### config.mk
export PLATFORM = sky130hd
export DESIGN_NAME = mini_ctrl_seq
export DESIGN_NICKNAME = d
export VERILOG_FILES = /design/src/rtl/mini_pkg.sv /design/src/rtl/mini_instr_decode.sv /design/src/rtl/mini_ctrl_seq.sv
export SDC_FILE = /design/constraint.sdc
export NUM_CORES = 1
export LEC_CHECK = 0
export CAP_MARGIN = 20
export CORE_MARGIN = 2
export CORE_UTILIZATION = 49
export CTS_CLUSTER_SIZE = 10
export DETAILED_ROUTE_END_ITERATION = 16
export GPL_TIMING_DRIVEN = 0
export PLACE_DENSITY = 0.78
export SLEW_MARGIN = 20
export SYNTH_ARGS = -nofsm -noshare
export SYNTH_HDL_FRONTEND = slang
export SYNTH_HIERARCHICAL = 1
export SYNTH_SLANG_ARGS = --single-unit
### constraint.sdc
create_clock -name clk -period 2.7 [get_ports clk]
set_clock_uncertainty 0.2 [all_clocks]
set_input_delay 0.27 -clock clk [delete_from_list [all_inputs] [get_ports clk]]
set_output_delay 0.27 -clock clk [all_outputs]
set_load 0.005 [all_outputs]
### src/rtl/mini_pkg.sv
// mini_pkg: shared opcodes, ALU encodings, FSM states and instruction field positions
package mini_pkg;
    localparam logic [1:0] OP_ADD = 2'b00;
    localparam logic [1:0] OP_SUB = 2'b01;
    localparam logic [1:0] OP_LDI = 2'b10;
    localparam logic [1:0] OP_NOP = 2'b11;
    localparam logic [1:0] ALU_ADD  = 2'b00;
    localparam logic [1:0] ALU_SUB  = 2'b01;
    localparam logic [1:0] ALU_PASS = 2'b10;
    localparam logic [1:0] ALU_NONE = 2'b11;
    localparam int RD_HI  = 15;
    localparam int RS1_HI = 13;
    localparam int RS2_HI = 11;
    localparam int OP_HI  = 9;
    localparam int TAG_HI = 7;
    localparam int IMM_HI = 3;
    localparam logic [3:0] HALT_TAG = 4'hF;
    typedef enum logic [2:0] {S_IDLE, S_FETCH, S_DECODE, S_EXEC, S_WB, S_HALT} state_t;
endpackage

### src/rtl/mini_instr_decode.sv
// mini_instr_decode: splits a 16-bit instruction into regfile addresses, ALU op and flags
module mini_instr_decode
    import mini_pkg::*;
(
    input  logic [15:0] instr,
    output logic [1:0]  raddr1,
    output logic [1:0]  raddr2,
    output logic [1:0]  waddr,
    output logic [1:0]  alu_op,
    output logic [3:0]  imm,
    output logic        writes_rf,
    output logic        is_halt
);
    logic [1:0] op;
    assign op        = instr[OP_HI -: 2];
    assign raddr1    = instr[RS1_HI -: 2];
    assign raddr2    = instr[RS2_HI -: 2];
    assign waddr     = instr[RD_HI -: 2];
    assign imm       = instr[IMM_HI -: 4];
    assign alu_op    = op == OP_ADD ? ALU_ADD : op == OP_SUB ? ALU_SUB : op == OP_LDI ? ALU_PASS : ALU_NONE;
    assign writes_rf = op != OP_NOP;
    assign is_halt   = op == OP_NOP && instr[TAG_HI -: 4] == HALT_TAG;
endmodule

### src/rtl/mini_ctrl_seq.sv
// mini_ctrl_seq: multi-cycle fetch/decode/exec/writeback sequencer owning the pc
module mini_ctrl_seq
    import mini_pkg::*;
#(
    parameter int PC_W    = 8,
    parameter int INSTR_W = 16,
    parameter int CNT_W   = 16
) (
    input  logic               clk,
    input  logic               rst,
    input  logic               start,
    output logic               imem_req,
    output logic [PC_W-1:0]    imem_addr,
    input  logic               imem_ack,
    input  logic [INSTR_W-1:0] imem_rdata,
    output logic [1:0]         rf_raddr1,
    output logic [1:0]         rf_raddr2,
    output logic [1:0]         rf_waddr,
    output logic               rf_we,
    output logic [1:0]         alu_op,
    output logic [3:0]         imm,
    output logic               busy,
    output logic               halted,
    output logic [CNT_W-1:0]   instr_cnt
);
    state_t state, nstate;
    logic [PC_W-1:0] pc;
    logic [INSTR_W-1:0] instr;
    logic [1:0] d_raddr1, d_raddr2, d_waddr, d_alu_op;
    logic [3:0] d_imm;
    logic writes_rf, is_halt, active, idle_like, retire;

    mini_instr_decode u_dec (
        .instr     (instr[15:0]),
        .raddr1    (d_raddr1),
        .raddr2    (d_raddr2),
        .waddr     (d_waddr),
        .alu_op    (d_alu_op),
        .imm       (d_imm),
        .writes_rf (writes_rf),
        .is_halt   (is_halt)
    );

    always_comb begin
        nstate = state;
        case (state)
            S_IDLE, S_HALT: nstate = start ? S_FETCH : state;
            S_FETCH:        nstate = imem_ack ? S_DECODE : S_FETCH;
            S_DECODE:       nstate = S_EXEC;
            S_EXEC:         nstate = is_halt ? S_HALT : S_WB;
            S_WB:           nstate = S_FETCH;
            default:        nstate = S_IDLE;
        endcase
    end

    // Decode fields are only meaningful once an instruction has been latched
    assign active    = state == S_DECODE || state == S_EXEC || state == S_WB;
    assign idle_like = state == S_IDLE || state == S_HALT;
    assign retire    = state == S_WB || (state == S_EXEC && is_halt);
    assign imem_req  = state == S_FETCH;
    assign imem_addr = pc;
    assign rf_raddr1 = active ? d_raddr1 : '0;
    assign rf_raddr2 = active ? d_raddr2 : '0;
    assign rf_waddr  = active ? d_waddr : '0;
    assign alu_op    = active ? d_alu_op : '0;
    assign imm       = active ? d_imm : '0;
    assign rf_we     = state == S_WB && writes_rf;
    assign busy      = imem_req || active;
    assign halted    = state == S_HALT;

    always_ff @(posedge clk) begin
        if (rst) begin
            state     <= S_IDLE;
            pc        <= '0;
            instr     <= '0;
            instr_cnt <= '0;
        end else begin
            state <= nstate;
            if (idle_like && start) begin
                pc        <= '0;
                instr_cnt <= '0;
            end
            if (state == S_FETCH && imem_ack) instr <= imem_rdata;
            if (state == S_WB) pc <= pc + PC_W'(1);
            if (retire && instr_cnt != '1) instr_cnt <= instr_cnt + CNT_W'(1);
        end
    end
endmodule

**Word-level counts from Yosys, hierarchy flattened**

Cells that the tools add are included.

- Bitwise logic cells: 0
- Div/mod/pow operators: 0
- Reduce and logical (&&, ||, !) cells: 16
- Shifts and indexed selects: 0
- Multiplexer cells: 16
- Add/sub/neg operators: 2
- Equal/unequal tests: 12
- Magnitude comparators: 0
- $mul: 0

Operator list:

| cell | number |
|---|---|
| 2-to-1 mux 16 bit | 2 |
| adder 16 x 1 -> 16 bit, second input constant | 1 |
| 2-to-1 mux 8 bit | 2 |
| inequality test 16 bit, second input constant | 1 |
| case mux 3 bit (5 select lines) | 1 |
| 2-to-1 mux 2 bit | 7 |
| adder 8 x 1 -> 8 bit, second input constant | 1 |
| == test 3 x 2 -> 1 bit, second input constant | 2 |
| == test 3 bit, second input constant | 2 |
| logical AND 1 bit | 6 |
| logical OR 1 bit | 5 |
| == test 2 bit, second input constant | 2 |
| == test 4 bit, second input constant | 1 |
| 2-to-1 mux 4 bit | 1 |
| inequality test 2 bit, second input constant | 2 |
| nonzero test 2 bit | 2 |
| == test 3 x 1 -> 1 bit, second input constant | 1 |
| zero test 3 bit | 1 |
| 2-to-1 mux 3 bit | 1 |
| == test 2 x 1 -> 1 bit, second input constant | 1 |
| zero test 2 bit | 1 |
| 2-to-1 mux 1 bit | 2 |
| OR reduction 2 bit | 1 |

- Memories: 0
- ROM bits: 0
- Latch bits: 0
- Bits of input ports: 20
- Register bits: 43
- Memory bits (writable): 0

**Logic depth before layout (Yosys ltp)**

Gate-level depths: netlist of the first run.

- Word-level depth: 6
- Mapped depth: 7

**Modules after synthesis**

Netlist of the first run, hierarchy kept.

By module, submodules not included:

| module | area each (sq um) | seq. area each (sq um) | cells an instance | instances |
|---|---|---|---|---|
| mini_ctrl_seq | 2289.7 | 860.8 | 288 | 1 |
| mini_instr_decode | 101.3 | 0.0 | 15 | 1 |

**Worst setup path before layout of the first run**

No wires, ideal clock.

- Path kind: flip-flop to flip-flop
- From: reg instr_cnt[0]
- To: reg instr_cnt[6]
- Arrival: 1712 ps
- Setup slack: 650 ps
- Required time: 2362 ps
- Setup time: 138 ps
- Stages on the path, launching flop included: 7
- Cell sequence: dfxtp_1 -> ha_1 -> nand4_2 -> or4_1 -> buf_2 -> a31oi_1 -> a311oi_1

- Word-level cells in the longest chain between the ends: 3
- Elaborated cells on any way between the ends: 5
- Classes of those cells: 1 x add/sub; 1 x eq/ne; 1 x mux; 2 x reduce/logical

Ends and longest elaborated chain:

| what | RTL line | RTL |
|---|---|---|
| from (decl) | mini_ctrl_seq.sv:24 | `output logic [CNT_W-1:0] instr_cnt` |
| from (signal assigned) | mini_ctrl_seq.sv:85 | `if (retire && instr_cnt != '1) instr_cnt <= instr_cnt + CNT_W'(1);` |
| parallel branches: the longest is 3 deep, another holds adder 16 x 1 -> 16 bit | -- |  |

Parallel ways; which one is timed is not known.
A chain may end at the register's enable or synchronous reset.

**Final worst setup path of the first run**

- From: reg state[2]
- To: out rf_waddr[0]

- Word-level cells in the longest chain between the ends: 4
- Elaborated cells on any way between the ends: 6
- Classes of those cells: 3 x eq/ne; 1 x mux; 2 x reduce/logical

Ends and longest elaborated chain:

| what | RTL line | RTL |
|---|---|---|
| from (decl) | mini_ctrl_seq.sv:26 | `state_t state, nstate;` |
| from (signal assigned) | mini_ctrl_seq.sv:78 | `state <= nstate;` |
| == test 3 x 2 -> 1 bit | mini_ctrl_seq.sv:57 | `assign active = state == S_DECODE \|\| state == S_EXEC \|\| state == S_WB;` |
| logical OR 1 bit | mini_ctrl_seq.sv:57 |  |
| logical OR 1 bit * | mini_ctrl_seq.sv:57 |  |
| 2-to-1 mux 2 bit * | mini_ctrl_seq.sv:64 | `assign rf_waddr = active ? d_waddr : '0;` |
| to (decl) | mini_ctrl_seq.sv:18 | `output logic [1:0] rf_waddr,` |

Mark *: on every way between the ends. The rest lies on a longest branch, timed or not.

==> results of run 1 <==
-- per-layer routing --
metal	up-vias	track usage
met5	-	0
met4	0	0.0566
met3	4	0.0343
met2	74	0.344
met1	1105	0.318
li1	1228	-
-- layout by cell type, fill, tap and decap left out, drive strengths merged, types with 11 or more instances in the layout --
master | netlist | routed
dfxtp | 43 | 43
nor2 | 16 | 16
nand2 | 44 | 44
a21oi | 27 | 27
nor2b | 20 | 20
nand4 | 11 | 11
clkdlybuf4s50 | 0 | 59
clkbuf | 13 | 19
nand3 | 12 | 12
buf | 18 | 18
-- critical path, stage by stage, from the launching register on --
cell and delay [ps]:
dfxtp_1 350, nor3b_2 170, buf_2 190, nor2_2 400, nor2b_1 90, clkdlybuf4s50_1 460
-- kinds of logic (layout without fill, tap and decap cells) --
family	Yosys count	after routing	share of synthesized area
xor gates and xnor gates	2	2	0.00733
buffers and inverters	34	100	0.0769
DFF	43	43	0.360
AOI/OAI and AO/OA	69	69	0.186
and+or+nand+nor	153	153	0.359
adders and majority gates	2	2	0.0105
-- cell type report --
class,instances,area [um^2],area share
Clock buffer,7,76.3,0.0243
Timing Repair Buffer,59,591,0.188
Clock inverter,1,5.00,0.00159
Sequential cell,43,861,0.274
Multi-Input combinational cell,226,1350,0.429
Buffer,30,169,0.0537
Inverter,3,11.3,0.00358
Tap cell,67,83.8,0.0267
-- state kept, by name, summed over array words and instances (netlist names) --
signal / cells
instr: 16
instr_cnt: 16
imem_addr: 8
state: 3
-- what timing repair did --
| item | CTS | global route |
|---|---|---|
| hold buffers | 0 | 0 |
| gates resized for setup | 0 | 1 |
| setup endpoints to repair | 0 | 10 |
| endpoints found under the hold margin | 0 | 0 |
-- power by group --
part | leakage [nW] | switching [mW] | total (mW) | internal [mW]
Sequential | 0.348 | 0.00917 | 0.658 | 0.648
Clock | 0.0422 | 0.212 | 0.394 | 0.182
Combinational | 0.648 | 0.0821 | 0.160 | 0.0775
-- worst min-delay path by stage --
stage	startpoint	end	slack (ps)	cells past startpoint
after floorplan	imem_rdata[0]	instr[0]$_SDFFE_PP0P_	210	2
after global placement	instr[10]$_SDFFE_PP0P_	instr[10]$_SDFFE_PP0P_	240	2
after detailed placement	instr[11]$_SDFFE_PP0P_	instr[11]$_SDFFE_PP0P_	250	2
after CTS	instr[11]$_SDFFE_PP0P_	instr[11]$_SDFFE_PP0P_	260	2
after global routing	instr[11]$_SDFFE_PP0P_	instr[11]$_SDFFE_PP0P_	270	2
final	instr[2]$_SDFFE_PP0P_	instr[2]$_SDFFE_PP0P_	260	2
-- per-stage QoR --
stage | utilization | area, um^2 | worst slack, ps
3_3_place_gp | 0.649 | 3070 | 149
2_1_floorplan | - | 2390 | 650
4_1_cts | 0.666 | 3150 | 50.9
3_5_place_dp | 0.649 | 3070 | 128
5_1_grt | 0.666 | 3150 | 165
6_report | 0.666 | 3150 | 289
==> flow_summary.yaml, run 1 <==
run_status:
  status: "finished clean"
synthesis:
  yosysTopAreaCellShare: 0.360
  ys_warn_count: 6
  synth_area_per_cell_um2: 7.89
  synth_area_leaders: "dfxtp_1, nand2_1, a21oi_1"
  yosysUniqueCellTypes: 51
  seq_area_frac_synth: 0.360
  yosys.area.top_type: "dfxtp_1"
  async_reset_ff_frac: 0
  synthTopCellsByCount: "dfxtp_1, nand2_1, a21oi_1"
  netlist_instances: 303
  syn-num-nets: 325
  ys.flop_type: "dfxtp_1"
  synth-seq-cells: 43
  syn_area_um2: 2390
  synth_edf_count: 0
setup_path:
  crit_end: "rf_waddr[0]"
  critPathArrivalTime_ps: 1940
  rrSetupSlack_ps: 450
  timing.rr.end: "instr_cnt[6]$_SDFFE_PP0P_"
  path_class: "flop to primary output"
  worstReg2RegStart: "instr_cnt[0]$_SDFFE_PP0P_"
  worstSetupEndpointType: "primary output"
  cp-start-kind: "flop"
  critical_path_peak_fanout: 12
  required_ps: 2230
  rr_worst_depth: 6
  startpoint: "state[2]$_SDFFE_PP0P_"
power_and_ir_drop:
  p_per_area_nw_per_um2: 385
  cellLeakagePower_nw: 1.04
  power_mw: 1.21
  peakVddDrop_mv: 0.245
min_path:
  min_path_type: "flop to flop"
timing:
  post-route-min-period_ps: 2410
  slew_violations: 0
  period_share: 0.893
  fin_setup_tns_ps: 0
  hold_viol: 0
  holdWs_ps: 256
  worst_slew_pin_slew_ps: 537
  rsz0062_at_grt: "no"
  clock.fmax_mhz: 415
  setup_viol: 0
  timing.slew.headroom: 0.642
floorplan:
  initial_core_util: 0.506
  die_height_um: 73.9
  rows: 25
  die_area_um2: 5450
  dieWidth_um: 73.9
  core-area_um2: 4720
  io_pins: 60
global_route:
  track_usage: 0.221
  grt_pass1_wl_um: 9580
  grt_pass1_vias: 2055
  grt_max_degree: 13
  antenna_found_initial: 0
  overflow: 0
placement:
  port_buffers: 59
  placedCellCount: 429
  place_congestion: 0.878
  hpwl_um: 4250
drt:
  dr_wl_met2_um: 2650
  wire_per_inst_um: 13.5
  drt_iter0_markers: 164
  firstDrtPassIters: 4
  wl_met3_um: 400
  ant_nets: 0
  viasPerCell: 5.53
  wl_um: 5910
  drt-met1-wl_um: 2810
  routed.top_layer: "met4"
  vias: 2411
  drc: 0
cts:
  htree_levels: 2
  clock_path_buffers: 2
  clkTransAtPathRegs_ps: 80
  cts_tree: "done"
  cts_buffers: 5
  cts_setup_buffers: 0
  cts_sinks: 43
  cts_root_buffer: "clkbuf_8"
  clk_latency_ps: 290
finish:
  fill_cells: 439
  layout.cells.non_filler: 436
  num_antenna_cells: 0
  nets: 390
  syn_to_final_growth_pct: 31.6
  drive_gt1_frac: 0.108
flow_run:
  drv_cap: 0
Power figures use the tool's default switching activity.
==> run 2, diff against run 1 <==
--- a/config.mk
+++ b/config.mk
@@ -10,7 +10,6 @@
 export CORE_UTILIZATION = 49
 export CTS_CLUSTER_SIZE = 10
 export DETAILED_ROUTE_END_ITERATION = 16
-export GPL_TIMING_DRIVEN = 0
 export PLACE_DENSITY = 0.78
 export SLEW_MARGIN = 20
 export SYNTH_ARGS = -nofsm -noshare
==> flow_summary.yaml, run 2 (synthesis results as in run 1) <==
run_status:
  status: "finished clean"
finish:
  mostFrequentLayoutCells: "clkdlybuf4s50_1, nand2_1, dfxtp_1, a21oi_1, nor2b_1"
  final_common_cell: "clkdlybuf4s50_1"
  num_antenna_cells: 0
  nets: 370
  drive_gt1_frac: 0.0920
  syn_to_final_growth_pct: 28.5
setup_path:
  path_class: "flop to flop"
  cp-start-kind: "flop"
  critPathArrivalTime_ps: 2450
  cp_top_family: "simple AND/OR/NAND/NOR gates"
  critical_path_peak_fanout: 12
  path_buf_inv: 0
  required_ps: 2660
  path_cells: "ha_1 > nand4_2 > or4_1 > nand2_1 > o221ai_1"
  worstSetupEndpointType: "flop"
  critPathSlowestCell: "or4_1"
  slowest_delay_ps: 800
power_and_ir_drop:
  cellLeakagePower_nw: 0.993
  p_per_area_nw_per_um2: 421
  seqPwrFrac: 0.512
  peakVddDrop_mv: 0.274
  power_mw: 1.30
  switching_share: 0.239
  intPower_uw: 986
  switchingPower_uw: 309
  power_frac_comb: 0.106
  clockPowerShare: 0.382
cts:
  clock_path_buffers: 2
  cts_root_buffer: "clkbuf_8"
  ctsHoldBuffers: 0
  htree_levels: 2
  cts_tree: "done"
  cts_sinks: 43
  cts_setup_buffers: 0
  clk_latency_ps: 290
  clkTransAtPathRegs_ps: 80
  cts_buffers: 5
drt:
  drt_iter0_markers: 112
  viasPerCell: 5.69
  wire_per_inst_um: 14.1
  wl_um: 5830
  drc: 0
  vias: 2361
  firstDrtPassIters: 4
  ant_nets: 0
timing:
  holdWs_ps: 251
  setup_viol: 0
  fin_setup_tns_ps: 0
  timing.slew.headroom: 0.480
  rsz0062_at_grt: "no"
  post-route-min-period_ps: 2490
  period_share: 0.924
  worst_slew_pin_slew_ps: 777
  slew_violations: 0
  clock.fmax_mhz: 401
  hold_viol: 0
global_route:
  grt_pass1_vias: 2073
  antenna_found_initial: 0
  grt_pass1_wl_um: 9590
  overflow: 0
  grt_max_degree: 22
  track_usage: 0.222
floorplan:
  core-area_um2: 4720
  die_area_um2: 5450
  initial_core_util: 0.506
  die_height_um: 73.9
  io_pins: 60
  dieWidth_um: 73.9
  rows: 25
flow_run:
  drv_cap: 0
placement:
  port_buffers: 59
  hpwl_um: 4070
  place_congestion: 0.810
min_path:
  min_path_type: "flop to flop"
## run 2: routing by layer
layer | track usage | vias to the layer above | wire length [um]
met5 | 0 | - | 0
met4 | 0.0788 | 0 | 53
met3 | 0.0316 | 6 | 339
met2 | 0.336 | 78 | 2660
met1 | 0.319 | 1093 | 2770
li1 | - | 1184 | -
## run 2: power by group through the flow
stage	Clock, mW	Sequential (mW)	Combinational (mW)
floorplan	0	0.671	0.0930
global placement	0	0.677	0.136
detailed placement	0	0.678	0.137
CTS	0.499	0.663	0.138
global route	0.522	0.666	0.151
finish	0.495	0.663	0.137
## run 2: final cells by class
type | instances | area (um^2)
sequential | 43 | 861
clock inverter | 1 | 30.0
clock buffer | 6 | 72.6
fill | 409 | 1650
timing repair buffer | 69 | 666
tap | 67 | 83.8
multi-input combinational | 226 | 1350
inverter | 3 | 11.3
## run 2: per-stage QoR
stage	area, um^2	instances	utilization	setup slack [ps]
after floorplan	2390	303	-	650
after global placement	2970	408	0.628	338
final	3070	415	0.651	206
after global routing	3070	415	0.651	78.4
after CTS	3070	415	0.650	59.5
after detailed placement	2970	408	0.628	267
## run 2: tightest hold or removal path, delay by kind of cell (launching register included)
family / cells / cell delay (ps)
and+or+nand+nor: 1 / 50
DFF: 1 / 310
AOI/OAI and AO/OA: 1 / 50
## run 2: repair_timing
item	CTS	global route
resized for setup	0	1
setup endpoints to repair	0	12
hold endpoints to repair	0	0
## run 2: path summary, 6_finish.rpt
| path | cells after the start | slack (ps) | endpoint | from |
|---|---|---|---|---|
| hold reg to reg | 2 | 250 | instr[10]$_SDFFE_PP0P_ | instr[10]$_SDFFE_PP0P_ |
| hold / removal | 2 | 250 | instr[10]$_SDFFE_PP0P_ | instr[10]$_SDFFE_PP0P_ |
| setup / recovery | 5 | 210 | instr_cnt[12]$_SDFFE_PP0P_ | instr_cnt[1]$_SDFFE_PP0P_ |
| setup reg to reg | 5 | 210 | instr_cnt[12]$_SDFFE_PP0P_ | instr_cnt[1]$_SDFFE_PP0P_ |
